===== src/rtl/mem_err_pkg.sv =====
// Shared state encoding and default sizing for the memory error monitor.
package mem_err_pkg;

    typedef enum logic [1:0] {
        NORMAL   = 2'd0,
        DEGRADED = 2'd1,
        FAULT    = 2'd2
    } state_t;

    localparam int DEF_CNT_WIDTH   = 8;
    localparam int DEF_CORR_THRESH = 4;

endpackage


===== src/rtl/err_sat_cnt.sv =====
// Saturating event counter with synchronous clear; clear wins over hold, increment still applies.
// Latency: 1 cycle from inc/clr to cnt.
// Backpressure: none, one increment accepted every cycle.
module err_sat_cnt #(
    parameter int WIDTH = 8
) (
    input  logic             clk,
    input  logic             rst,
    input  logic             clr,
    input  logic             inc,
    output logic [WIDTH-1:0] cnt
);

    localparam logic [WIDTH-1:0] MAX = '1;

    always_ff @(posedge clk) begin
        if (rst) begin
            cnt <= '0;
        end else if (clr) begin
            cnt <= WIDTH'(inc);
        end else if (inc && (cnt != MAX)) begin
            cnt <= cnt + WIDTH'(1);
        end
    end

endmodule


===== src/rtl/mem_err_monitor.sv =====
// Per-memory ECC error counters with NORMAL/DEGRADED/FAULT health state and level interrupt.
// Latency: 1 cycle from sampled event to counters, state, alarms and irq.
// Backpressure: none, error flags are sampled every cycle.
module mem_err_monitor
    import mem_err_pkg::*;
#(
    parameter int NUM_SRC     = 2,
    parameter int CNT_WIDTH   = DEF_CNT_WIDTH,
    parameter int CORR_THRESH = DEF_CORR_THRESH,
    localparam int SRC_W      = (NUM_SRC > 1) ? $clog2(NUM_SRC) : 1
) (
    input  logic                         clk,
    input  logic                         rst,
    input  logic [NUM_SRC-1:0]           err_detected,
    input  logic [NUM_SRC-1:0]           err_corrected,
    input  logic                         clr_cnt,
    input  logic                         irq_ack,
    output logic                         irq,
    output logic                         alarm_minor,
    output logic                         alarm_major,
    output logic [SRC_W-1:0]             fault_src,
    output logic [NUM_SRC*CNT_WIDTH-1:0] corr_cnt,
    output logic [NUM_SRC*CNT_WIDTH-1:0] uncorr_cnt
);

    localparam logic [CNT_WIDTH-1:0] THRESH    = CNT_WIDTH'(CORR_THRESH);
    localparam logic [CNT_WIDTH-1:0] THRESH_M1 = CNT_WIDTH'(CORR_THRESH - 1);

    state_t             state;
    logic [NUM_SRC-1:0] corr_evt;
    logic [NUM_SRC-1:0] uncorr_evt;
    logic [NUM_SRC-1:0] corr_hit;
    logic [SRC_W-1:0]   first_src;
    logic [CNT_WIDTH-1:0] corr_q   [NUM_SRC];
    logic [CNT_WIDTH-1:0] uncorr_q [NUM_SRC];

    assign corr_evt   = err_detected & err_corrected;
    assign uncorr_evt = err_detected & ~err_corrected;

    for (genvar gi = 0; gi < NUM_SRC; gi++) begin : g_src
        err_sat_cnt #(.WIDTH(CNT_WIDTH)) u_corr (
            .clk (clk),
            .rst (rst),
            .clr (clr_cnt),
            .inc (corr_evt[gi]),
            .cnt (corr_q[gi])
        );

        err_sat_cnt #(.WIDTH(CNT_WIDTH)) u_uncorr (
            .clk (clk),
            .rst (rst),
            .clr (clr_cnt),
            .inc (uncorr_evt[gi]),
            .cnt (uncorr_q[gi])
        );

        assign corr_cnt[gi*CNT_WIDTH +: CNT_WIDTH]   = corr_q[gi];
        assign uncorr_cnt[gi*CNT_WIDTH +: CNT_WIDTH] = uncorr_q[gi];

        // Next counter value reaches threshold; threshold never exceeds the saturation value.
        assign corr_hit[gi] = clr_cnt ? (corr_evt[gi] && (CORR_THRESH == 1))
                                      : ((corr_q[gi] >= THRESH) ||
                                         (corr_evt[gi] && (corr_q[gi] == THRESH_M1)));
    end

    always_comb begin
        first_src = '0;
        for (int i = NUM_SRC - 1; i >= 0; i--) begin
            if (uncorr_evt[i]) begin
                first_src = SRC_W'(i);
            end
        end
    end

    // An acknowledge drops irq unless a state entry later in this block re-raises it.
    always_ff @(posedge clk) begin
        if (rst) begin
            state       <= NORMAL;
            irq         <= 1'b0;
            alarm_minor <= 1'b0;
            alarm_major <= 1'b0;
            fault_src   <= '0;
        end else begin
            if (irq_ack) begin
                irq <= 1'b0;
            end
            case (state)
                NORMAL, DEGRADED: begin
                    if (|uncorr_evt) begin
                        state       <= FAULT;
                        fault_src   <= first_src;
                        alarm_major <= 1'b1;
                        alarm_minor <= 1'b0;
                        irq         <= 1'b1;
                    end else if (state == NORMAL && (|corr_hit)) begin
                        state       <= DEGRADED;
                        alarm_minor <= 1'b1;
                        irq         <= 1'b1;
                    end else if (state == DEGRADED && clr_cnt && !(|corr_hit)) begin
                        state       <= NORMAL;
                        alarm_minor <= 1'b0;
                    end
                end
                FAULT: begin
                end
                default: begin
                    state       <= NORMAL;
                    alarm_minor <= 1'b0;
                    alarm_major <= 1'b0;
                end
            endcase
        end
    end

endmodule


===== config.mk =====
export PLATFORM = sky130hd
export DESIGN_NAME = mem_err_monitor
export DESIGN_NICKNAME = d
export VERILOG_FILES = /design/src/rtl/mem_err_pkg.sv /design/src/rtl/err_sat_cnt.sv /design/src/rtl/mem_err_monitor.sv
export SDC_FILE = /design/constraint.sdc
export NUM_CORES = 1
export LEC_CHECK = 0
export CORE_UTILIZATION = 49
export DETAILED_ROUTE_END_ITERATION = 16
export GPL_TIMING_DRIVEN = 0
export PLACE_DENSITY = 0.85
export SLEW_MARGIN = 25
export SYNTH_ARGS = -nofsm -noshare
export SYNTH_HDL_FRONTEND = slang
export SYNTH_SLANG_ARGS = --single-unit
export TNS_END_PERCENT = 10

===== constraint.sdc =====
create_clock -name clk -period 1.84 [get_ports clk]
set_input_delay 0.46 -clock clk [delete_from_list [all_inputs] [get_ports clk]]
set_output_delay 0.46 -clock clk [all_outputs]
set_load 0.1 [all_outputs]

==> flow_metrics.py, run 1 <==
metrics = {
    "outcome": {
        "status": "complete, no violations",
    },
    "clock_tree": {
        "htree_levels": 2,
        "cts_buffers": 5,
        "worstSkewPairLatency_ns": 0.29,
        "hold_buffers": 0,
        "cts_root_buf": "clkbuf_8",
        "cts_tree": "built",
        "cts_num_sinks": 37,
        "cts_max_path_buffers": 2,
        "clk_pin_slew_worst_paths_ns": 0.07,
    },
    "yosys": {
        "synthMuxAreaShare_pct": 3.22,
        "yosysMostFrequentCell": "dfxtp_1",
        "synth_cell_types": 44,
        "syn_area_per_cell_sq_um": 8.22,
        "syn_nets": 241,
        "synthSimpleGateAreaFrac_pct": 28.7,
        "synth-xor-area-share_pct": 2.35,
        "synth_top_area_share_pct": 39.7,
        "synth_edf_count": 0,
        "synth.cell_area_sq_mm": 0.00187,
        "yosysSeqAreaShare_pct": 39.7,
        "synthTopCellsByCount": "dfxtp_1, nor2_1, nand2_1",
        "ys_async_sr_fraction_pct": 0,
        "synth_compound_area_share_pct": 18.8,
        "synth_seq_cells": 37,
        "synthFlopType": "dfxtp_1",
        "ys_warn_count": 0,
        "synthTopCellsByArea": "dfxtp_1, nor2_1, nand2_1, ha_1, nand3_1",
        "synth_area_leader_cell": "dfxtp_1",
        "synth_cells": 227,
        "synth_top_family_by_area": "simple AND/OR/NAND/NOR gates",
        "synthAdderAreaFrac_pct": 4.02,
    },
    "cells_and_area": {
        "drive_above_1_share_pct": 25.9,
        "syn2layout_area_growth_pct": 33.7,
        "nFillCells": 327,
        "fin_nets": 291,
        "diodes": 0,
    },
    "detailed_routing": {
        "drtIter0Drc": 123,
        "ant_nets": 0,
        "wirelength_um": 4510,
        "dr_total_vias": 1892,
        "vias_per_cell": 5.80,
        "drc": 0,
        "wl_per_cell_um": 13.8,
        "dr.pass1.iters": 4,
    },
    "grt": {
        "grt_pass1_vias": 1660,
        "grt_usage_pct": 24.1,
        "overflow": 0,
        "antenna_found_initial": 0,
        "grt_pass1_wl_um": 7480,
        "grt_max_degree": 11,
    },
    "min_path": {
        "min_to": "alarm_major",
        "hold_depth": 2,
        "min_path_type": "reg2reg",
        "holdCritStartpoint": "alarm_major",
    },
    "setup_path": {
        "critPathTopFamily": "buffers and inverters",
        "cp_slowest_cell": "clkdlybuf4s18_2",
        "critPathMaxStageDelay_ns": 0.58,
        "worst_ep_arrival_time_ns": 1.33,
        "worst-path-buf-inv": 1,
        "r2r_start": "g_src[1].u_uncorr.cnt[0]",
        "rr_worst_depth": 5,
        "crit_path_start_kind": "flop",
        "cp-end-kind": "output pin",
        "reg2reg_setup_slack_ns": 0.25,
        "crit_type": "reg2out",
        "reg2reg_to": "g_src[1].u_uncorr.cnt[4]",
        "crit_required_ns": 1.38,
        "crit_chain": "clkdlybuf4s18_2",
        "crit_path_max_fanout": 7,
    },
    "timing": {
        "worst_slack_ns": 0.0491,
        "skew_ns": 0.00698,
        "finalCritPeriodShare_pct": 97.3,
        "period_minus_slack_ns": 1.79,
        "fmax_mhz": 558,
        "whs_ns": 0.490,
        "slew_headroom_pct": 62.5,
        "setup_viol": 0,
        "drv_slew": 0,
        "rsz0062_at_grt": "false",
        "worst-slew-pin-transition_ns": 0.564,
        "hold_viol_final": 0,
    },
    "floorplan": {
        "io_pins": 44,
        "coreArea_sq_mm": 0.00366,
        "die_w_um": 63.7,
        "die_y_um": 63.7,
        "dieArea_sq_mm": 0.00406,
        "rows": 22,
        "initial_core_util_pct": 51.0,
    },
    "flow_run": {
        "cap_violations": 0,
    },
    "placed_design": {
        "gp_congestion": 0.887,
        "port_buffers": 43,
        "dpl_worst_slack_ns": -0.268,
        "hpwl_um": 3190,
    },
    "power": {
        "ir_drop_v": 0.000408,
        "powerDensity_mw_per_mm2": 630,
        "power_leakage_nw": 0.843,
        "finalPower_mw": 1.57,
    },
}
-- state kept, by name (all words and copies together), names as in the netlist --
register,count
g_src.u_uncorr.cnt,16
g_src.u_corr.cnt,16
alarm_major,1
alarm_minor,1
state,1
fault_src,1
irq,1
-- what timing repair did --
action | CTS | global route
endpoints found under the setup margin | 36 | 15
gates resized for setup | 108 | 10
setup buffers | 0 | 0
-- worst register-to-register path, cell delays in order (launching register included) --
cell and delay [ns]:
dfxtp_2 0.38, ha_1 0.25, nand4_1 0.13, o21ai_0 0.44, o21ai_0 0.18, a21oi_1 0.14
-- layout by cell type, fill, tap and decap left out, types with 8 or more instances in the layout --
master and instances:
nor2_1 23, nand3_1 14, nor3_1 9, a21oi_1 10, dfxtp_2 23, nand2_1 21, dfxtp_1 14, a31oi_1 8
o21ai_0 12, clkdlybuf4s15_2 32, inv_1 9
-- through the flow --
stage | area [sq um] | TNS (ns) | util, % | cells
floorplan | 1890 | -0.407 | - | 227
global placement | 2380 | -8.81 | 65.1 | 318
detailed placement | 2380 | -9.11 | 65.1 | 318
CTS | 2510 | 0 | 68.6 | 326
global route | 2490 | 0 | 68.1 | 326
finish | 2490 | 0 | 68.1 | 326
-- how the worst max path moves through the flow --
stage                           start                  endpoint  slack (ns)  cells past startpoint
2_1_floorplan  g_src[1].u_corr.cnt[2]    g_src[1].u_corr.cnt[7]       -0.10                      4
3_3_place_gp   g_src[1].u_corr.cnt[2]              corr_cnt[10]       -0.26                      1
3_5_place_dp                  clr_cnt  g_src[0].u_uncorr.cnt[7]       -0.27                      5
4_1_cts        g_src[1].u_corr.cnt[2]              corr_cnt[10]       0.009                      1
5_1_grt        g_src[0].u_corr.cnt[7]               corr_cnt[7]        0.01                      1
6_report       g_src[0].u_corr.cnt[7]               corr_cnt[7]        0.05                      1
-- power by group --
part           internal [mW]  total (mW)  switching (mW)  leakage [nW]
sequential             0.815       0.827          0.0122         0.311
clock                  0.269       0.543           0.274        0.0395
combinational         0.0545       0.200           0.146         0.493
-- final cells by class --
class	instances	area [sq um]	share of cell area, %
multi-input combinational	175	1070	42.8
buffer	6	26.3	1.05
clock buffer	8	80.1	3.21
tap	48	60.1	2.41
inverter	9	33.8	1.35
timing repair buffer	43	455	18.3
sequential	37	769	30.9
-- cell families after synthesis --
kind of cell             Yosys count
AO/OA/AOI/OAI                     54
XOR/XNOR                           5
adder cells (fa/ha/maj)            6
buffers and inverters             15
flip-flops                        37
multiplexers                       6
AND/OR/NAND/NOR                  104
-- metal layers --
metal  routed length, um  GRT usage, %
met3                 240          6.34
met2                2110          40.4
met1                2100          28.6
met5                   0             0
met4                  63          10.5
Power figures use the tool's default switching activity.
==> run 2, diff against run 1 <==
==> constraint.sdc (replaced) <==
create_clock -name clk -period 1.9 [get_ports clk]
set_input_delay 0.475 -clock clk [delete_from_list [all_inputs] [get_ports clk]]
set_output_delay 0.475 -clock clk [all_outputs]
set_load 0.1 [all_outputs]
==> run 2 against run 1 <==
Clock power is 2% higher; routed wire length rose by 2.4%; combinational power fell by 2%; setup slack better by 0.0075 ns; die area unchanged; sequential power shrank 3.1%; highest routed layer unchanged; sequential share of layout area down 0.63 points; global-route usage is 0.16 points lower; register-to-register slack improved by 0.04 ns; flip-flop and latch count stayed put; utilization rose by 0.41 points.
==> flow_metrics.py, run 2 (same netlist as run 1, synthesis figures left out) <==
metrics = {
    "clock_tree": {
        "cts_max_path_buffers": 2,
        "worstSkewPairLatency_ns": 0.29,
        "cts_buffers": 5,
        "cts_tree": "built",
        "cts_setup_buffers": 0,
        "clk_pin_slew_worst_paths_ns": 0.07,
        "cts_num_sinks": 37,
        "cts_root_buf": "clkbuf_8",
        "hold_buffers": 0,
        "htree_levels": 2,
    },
    "detailed_routing": {
        "vias_per_cell": 5.91,
        "ant_nets": 0,
        "dr.pass1.iters": 4,
        "drc": 0,
        "drtIter0Drc": 139,
        "wl_per_cell_um": 14.2,
        "dr_total_vias": 1921,
        "wirelength_um": 4620,
    },
    "timing": {
        "worst-slew-pin-transition_ns": 0.557,
        "skew_ns": 0.00299,
        "drv_slew": 0,
        "rsz0062_at_grt": "false",
        "hold_viol_final": 0,
        "period_minus_slack_ns": 1.84,
        "setup_viol": 0,
        "worst_slack_ns": 0.0566,
        "tns_ns": 0,
        "whs_ns": 0.493,
        "slew_headroom_pct": 62.4,
        "fmax_mhz": 542,
        "finalCritPeriodShare_pct": 97.0,
    },
    "power": {
        "pwr-share-seq_pct": 51.6,
        "p_clk_share_pct": 35.8,
        "p_comb_share_pct": 12.6,
        "switchingPower_mw": 0.422,
        "power_leakage_nw": 0.837,
        "ir_drop_v": 0.000397,
        "p_sw_share_pct": 27.2,
        "finalPower_mw": 1.55,
        "p_int_mw": 1.13,
        "powerDensity_mw_per_mm2": 619,
    },
    "floorplan": {
        "io_pins": 44,
        "die_w_um": 63.7,
        "dieArea_sq_mm": 0.00406,
        "initial_core_util_pct": 51.0,
        "die_y_um": 63.7,
        "coreArea_sq_mm": 0.00366,
        "rows": 22,
    },
    "cells_and_area": {
        "layout_common_cells": "clkdlybuf4s15_2, nor2_1, dfxtp_1",
        "finalInstanceArea_sq_mm": 0.00251,
        "nFillCells": 309,
        "final_common_cell": "clkdlybuf4s15_2",
        "syn2layout_area_growth_pct": 34.5,
        "drive_above_1_share_pct": 23.1,
        "final_cell_count_no_fill": 325,
        "diodes": 0,
        "biggestRegsByFlops": "g_src.u_corr.cnt (16), g_src.u_uncorr.cnt (16)",
        "fin_nets": 291,
        "finish.utilization_pct": 68.5,
    },
    "outcome": {
        "status": "complete, no violations",
    },
    "grt": {
        "grtUsageMet3_pct": 5.80,
        "met2_usage_pct": 40.7,
        "overflow": 0,
        "grt_max_degree": 11,
        "grt_pass1_wl_um": 7630,
        "antenna_found_initial": 0,
        "grt_usage_pct": 23.9,
        "grt_pass1_vias": 1660,
        "busiest_layer": "met2",
        "grt.met1_usage_pct": 29.3,
    },
    "setup_path": {
        "worst-path-buf-inv": 1,
        "cp-end-kind": "output pin",
        "crit_path_start_kind": "flop",
        "crit_chain": "clkdlybuf4s15_2",
        "reg2reg_setup_slack_ns": 0.29,
        "worst_ep_arrival_time_ns": 1.37,
        "reg2reg_to": "g_src[1].u_uncorr.cnt[4]",
        "crit_required_ns": 1.42,
        "crit_path_max_fanout": 8,
        "crit_type": "reg2out",
        "rr_worst_depth": 5,
        "critPathMaxStageDelay_ns": 0.60,
        "critPathTopFamily": "buffers and inverters",
        "cp_slowest_cell": "clkdlybuf4s15_2",
        "r2r_start": "g_src[1].u_uncorr.cnt[0]",
    },
    "placed_design": {
        "place_inst": 318,
        "placedInstanceArea_sq_mm": 0.00237,
        "port_buffers": 43,
        "gp_congestion": 0.879,
        "hpwl_um": 3320,
        "dpl_worst_slack_ns": -0.220,
    },
    "min_path": {
        "hold_depth": 1,
        "min_path_type": "reg2reg",
        "min_to": "state[1]",
        "holdCritStartpoint": "alarm_minor",
    },
    "flow_run": {
        "cap_violations": 0,
    },
}
## run 2: cell count changes in the layout (fill, tap and decap cells not counted)
cell	change
dfxtp_1	+9
dfxtp_2	-9
clkdlybuf4s15_2	+4
buf_2	-3
clkbuf_1	-2
clkbuf_8	+1
clkdlybuf4s18_2	-1
## run 2: per-layer routing
metal / up-vias / part of all wire [%]
li1: 938 / -
met1: 898 / 43
met2: 75 / 48
met3: 10 / 6.8
met4: 0 / 1.6
met5: - / 0
## run 2: worst max path at each step
stage	from	end	slack [ns]	cells after the start
after floorplan	g_src[0].u_corr.cnt[4]	g_src[0].u_corr.cnt[6]	-0.08	3
after global placement	g_src[1].u_corr.cnt[2]	corr_cnt[10]	-0.21	1
after detailed placement	clr_cnt	g_src[0].u_uncorr.cnt[7]	-0.22	5
after CTS	g_src[1].u_corr.cnt[2]	corr_cnt[10]	0.06	1
after global routing	g_src[1].u_corr.cnt[2]	corr_cnt[10]	0.02	1
final	g_src[1].u_corr.cnt[2]	corr_cnt[10]	0.06	1
## run 2: what timing repair did
item / 4_1_cts / 5_1_grt
gates resized for setup: 108 / 3
endpoints found under the hold margin: 0 / 0
gates cloned: 0 / 0
endpoints found under the setup margin: 36 / 5
## run 2: cell type report
cell class              instances  area, sq um  share of cell area [%]
multi-input cells             175         1070                    42.6
inverters                       9         33.8                    1.35
clock buffers                   7         86.3                    3.44
plain buffers                   6         26.3                    1.05
well taps                      48         60.1                    2.39
flip-flops and latches         37          758                    30.2
repair buffers                 43          475                    19.0
## run 2: power by group through the flow
| stage | Combinational (mW) | Clock, mW | Sequential (mW) |
|---|---|---|---|
| floorplan | 0.0579 | 0 | 0.896 |
| global placement | 0.195 | 0 | 0.818 |
| detailed placement | 0.199 | 0 | 0.819 |
| CTS | 0.196 | 0.563 | 0.801 |
| global route | 0.207 | 0.598 | 0.803 |
| finish | 0.196 | 0.555 | 0.801 |
==> run 3, diff against run 2 <==
--- a/config.mk
+++ b/config.mk
@@ -5,9 +5,11 @@
 export SDC_FILE = /design/constraint.sdc
 export NUM_CORES = 1
 export LEC_CHECK = 0
+export CORE_MARGIN = 2
 export CORE_UTILIZATION = 49
 export DETAILED_ROUTE_END_ITERATION = 16
 export GPL_TIMING_DRIVEN = 0
+export HOLD_SLACK_MARGIN = 0.1
 export PLACE_DENSITY = 0.85
 export SLEW_MARGIN = 25
 export SYNTH_ARGS = -nofsm -noshare
==> constraint.sdc (replaced) <==
create_clock -name clk -period 1.9 [get_ports clk]
set_input_delay 0.475 -clock clk [delete_from_list [all_inputs] [get_ports clk]]
set_output_delay 0.475 -clock clk [all_outputs]
set_load 0.05 [all_outputs]
==> run 3 against run 2 <==
Clock power barely moved; combinational power is 23% lower; clock skew up 0.0030 ns; non-clock buffer count stayed put; largest power group unchanged; global-route usage fell by 0.20 points; register-to-register slack improved by 0.03 ns; critical endpoint is now g_src[0].u_uncorr.cnt[7]; setup slack worse by 0.013 ns; die area increased by 6.4%; sequential share of layout area grew 0.45 points.
==> flow_metrics.py, run 3 (same netlist as run 1, synthesis figures left out) <==
metrics = {
    "cells_and_area": {
        "syn2layout_area_growth_pct": 29.4,
        "drive_above_1_share_pct": 4.69,
        "final_common_cell": "dfxtp_1",
        "finalInstanceArea_sq_mm": 0.00241,
        "final_cell_count_no_fill": 325,
        "biggestRegsByFlops": "g_src.u_corr.cnt (16), g_src.u_uncorr.cnt (16)",
        "diodes": 0,
        "finish.utilization_pct": 66.0,
        "layout_common_cells": "dfxtp_1, dlygate4sd2_1, nor2_1",
        "fin_nets": 291,
    },
    "floorplan": {
        "rows": 22,
        "die_w_um": 65.7,
        "io_pins": 44,
        "dieArea_sq_mm": 0.00432,
        "coreArea_sq_mm": 0.00366,
        "initial_core_util_pct": 51.0,
        "die_y_um": 65.7,
    },
    "power": {
        "power_leakage_nw": 1.02,
        "powerDensity_mw_per_mm2": 622,
        "finalPower_mw": 1.50,
        "ir_drop_v": 0.000468,
    },
    "grt": {
        "grt_usage_pct": 23.7,
        "overflow": 0,
        "antenna_found_initial": 0,
        "met2_usage_pct": 38.5,
        "grt_max_degree": 11,
        "grt.met1_usage_pct": 29.9,
        "busiest_layer": "met2",
        "grt_pass1_vias": 1753,
        "grtUsageMet3_pct": 4.97,
        "grt_pass1_wl_um": 7930,
    },
    "timing": {
        "rsz0062_at_grt": "true",
        "whs_ns": 0.482,
        "fmax_mhz": 539,
        "skew_ns": 0.00603,
        "period_minus_slack_ns": 1.86,
        "worst-slew-pin-transition_ns": 0.580,
        "setup_viol": 0,
        "hold_viol_final": 0,
        "finalCritPeriodShare_pct": 97.7,
        "drv_slew": 0,
        "slew_headroom_pct": 61.3,
    },
    "placed_design": {
        "port_buffers": 43,
        "placedInstanceArea_sq_mm": 0.00236,
        "hpwl_um": 3250,
        "place_inst": 318,
        "gp_congestion": 0.866,
    },
    "setup_path": {
        "worst_ep_arrival_time_ns": 2.00,
        "crit_path_max_fanout": 10,
        "crit_path_start_kind": "input port",
        "crit_required_ns": 2.05,
        "cp-end-kind": "flop",
        "crit_type": "in2reg",
    },
    "detailed_routing": {
        "drtIter0Drc": 107,
        "wl_per_cell_um": 14.1,
        "vias_per_cell": 5.98,
        "drc": 0,
        "wirelength_um": 4590,
        "dr_total_vias": 1943,
        "dr.pass1.iters": 5,
        "ant_nets": 0,
    },
    "clock_tree": {
        "htree_levels": 2,
        "cts_max_path_buffers": 2,
        "cts_root_buf": "clkbuf_8",
        "cts_setup_buffers": 0,
        "cts_tree": "built",
        "worstSkewPairLatency_ns": 0.29,
        "clk_pin_slew_worst_paths_ns": 0.07,
        "hold_buffers": 0,
        "cts_num_sinks": 37,
        "cts_buffers": 5,
    },
    "outcome": {
        "status": "complete, no violations",
    },
    "min_path": {
        "min_path_type": "reg2reg",
    },
    "flow_run": {
        "cap_violations": 0,
    },
}
[run 3: cell types whose count changed in the layout (fill, tap and decap cells not counted), moves of 3 or more]
cell and delta:
clkdlybuf4s15_2 -36, dlygate4sd2_1 +33, dlymetal6s2s_1 +3, dfxtp_1 +14
dfxtp_2 -14
[run 3: through the flow]
stage	TNS, ns	worst slack, ns
finish	0	0.0438
global route	-0.135	-0.0407
CTS	0	0.000587
detailed placement	-4.21	-0.251
global placement	-3.11	-0.181
floorplan	0	0.134
[run 3: repair_timing]
| action | CTS | global route |
|---|---|---|
| pin swaps | 0 | 0 |
| gates resized for setup | 33 | 5 |
| setup endpoints to repair | 33 | 10 |
[run 3: worst max-delay path, stage by stage]
cell and delay, ns:
clkdlybuf4s50_1 0.59, or2_1 0.14, clkbuf_2 0.18, clkbuf_1 0.48, nor3_1 0.14
[run 3: layout make-up]
class	count	area [sq um]
buffer	6	25.0
clock buffer	7	86.3
fill	353	1250
inverter	9	33.8
multi-input combinational	175	1070
sequential	37	741
tap	48	60.1
timing repair buffer	43	397
[run 3: path summary, 6_finish.rpt]
path / start / to / slack [ns] / depth (start not counted)
hold / removal: alarm_major / alarm_major / 0.48 / 2
hold reg to reg: alarm_major / alarm_major / 0.48 / 2
setup / recovery: clr_cnt / g_src[0].u_uncorr.cnt[7] / 0.04 / 5
setup reg to reg: g_src[0].u_uncorr.cnt[0] / g_src[0].u_uncorr.cnt[1] / 0.32 / 5
[run 3: metal layers]
layer  part of all wire [%]  vias to the layer above  routed length (um)
met5                      0                        -                   0
met4                    1.5                        0                  69
met3                    5.5                       10                 251
met2                     46                       60                2090
met1                     47                      926                2170
li1                       -                      947                   -
[run 3: report_power, final]
group	internal [mW]	switching, mW
clock network	0.288	0.265
registers	0.788	0.0112
logic	0.0502	0.100
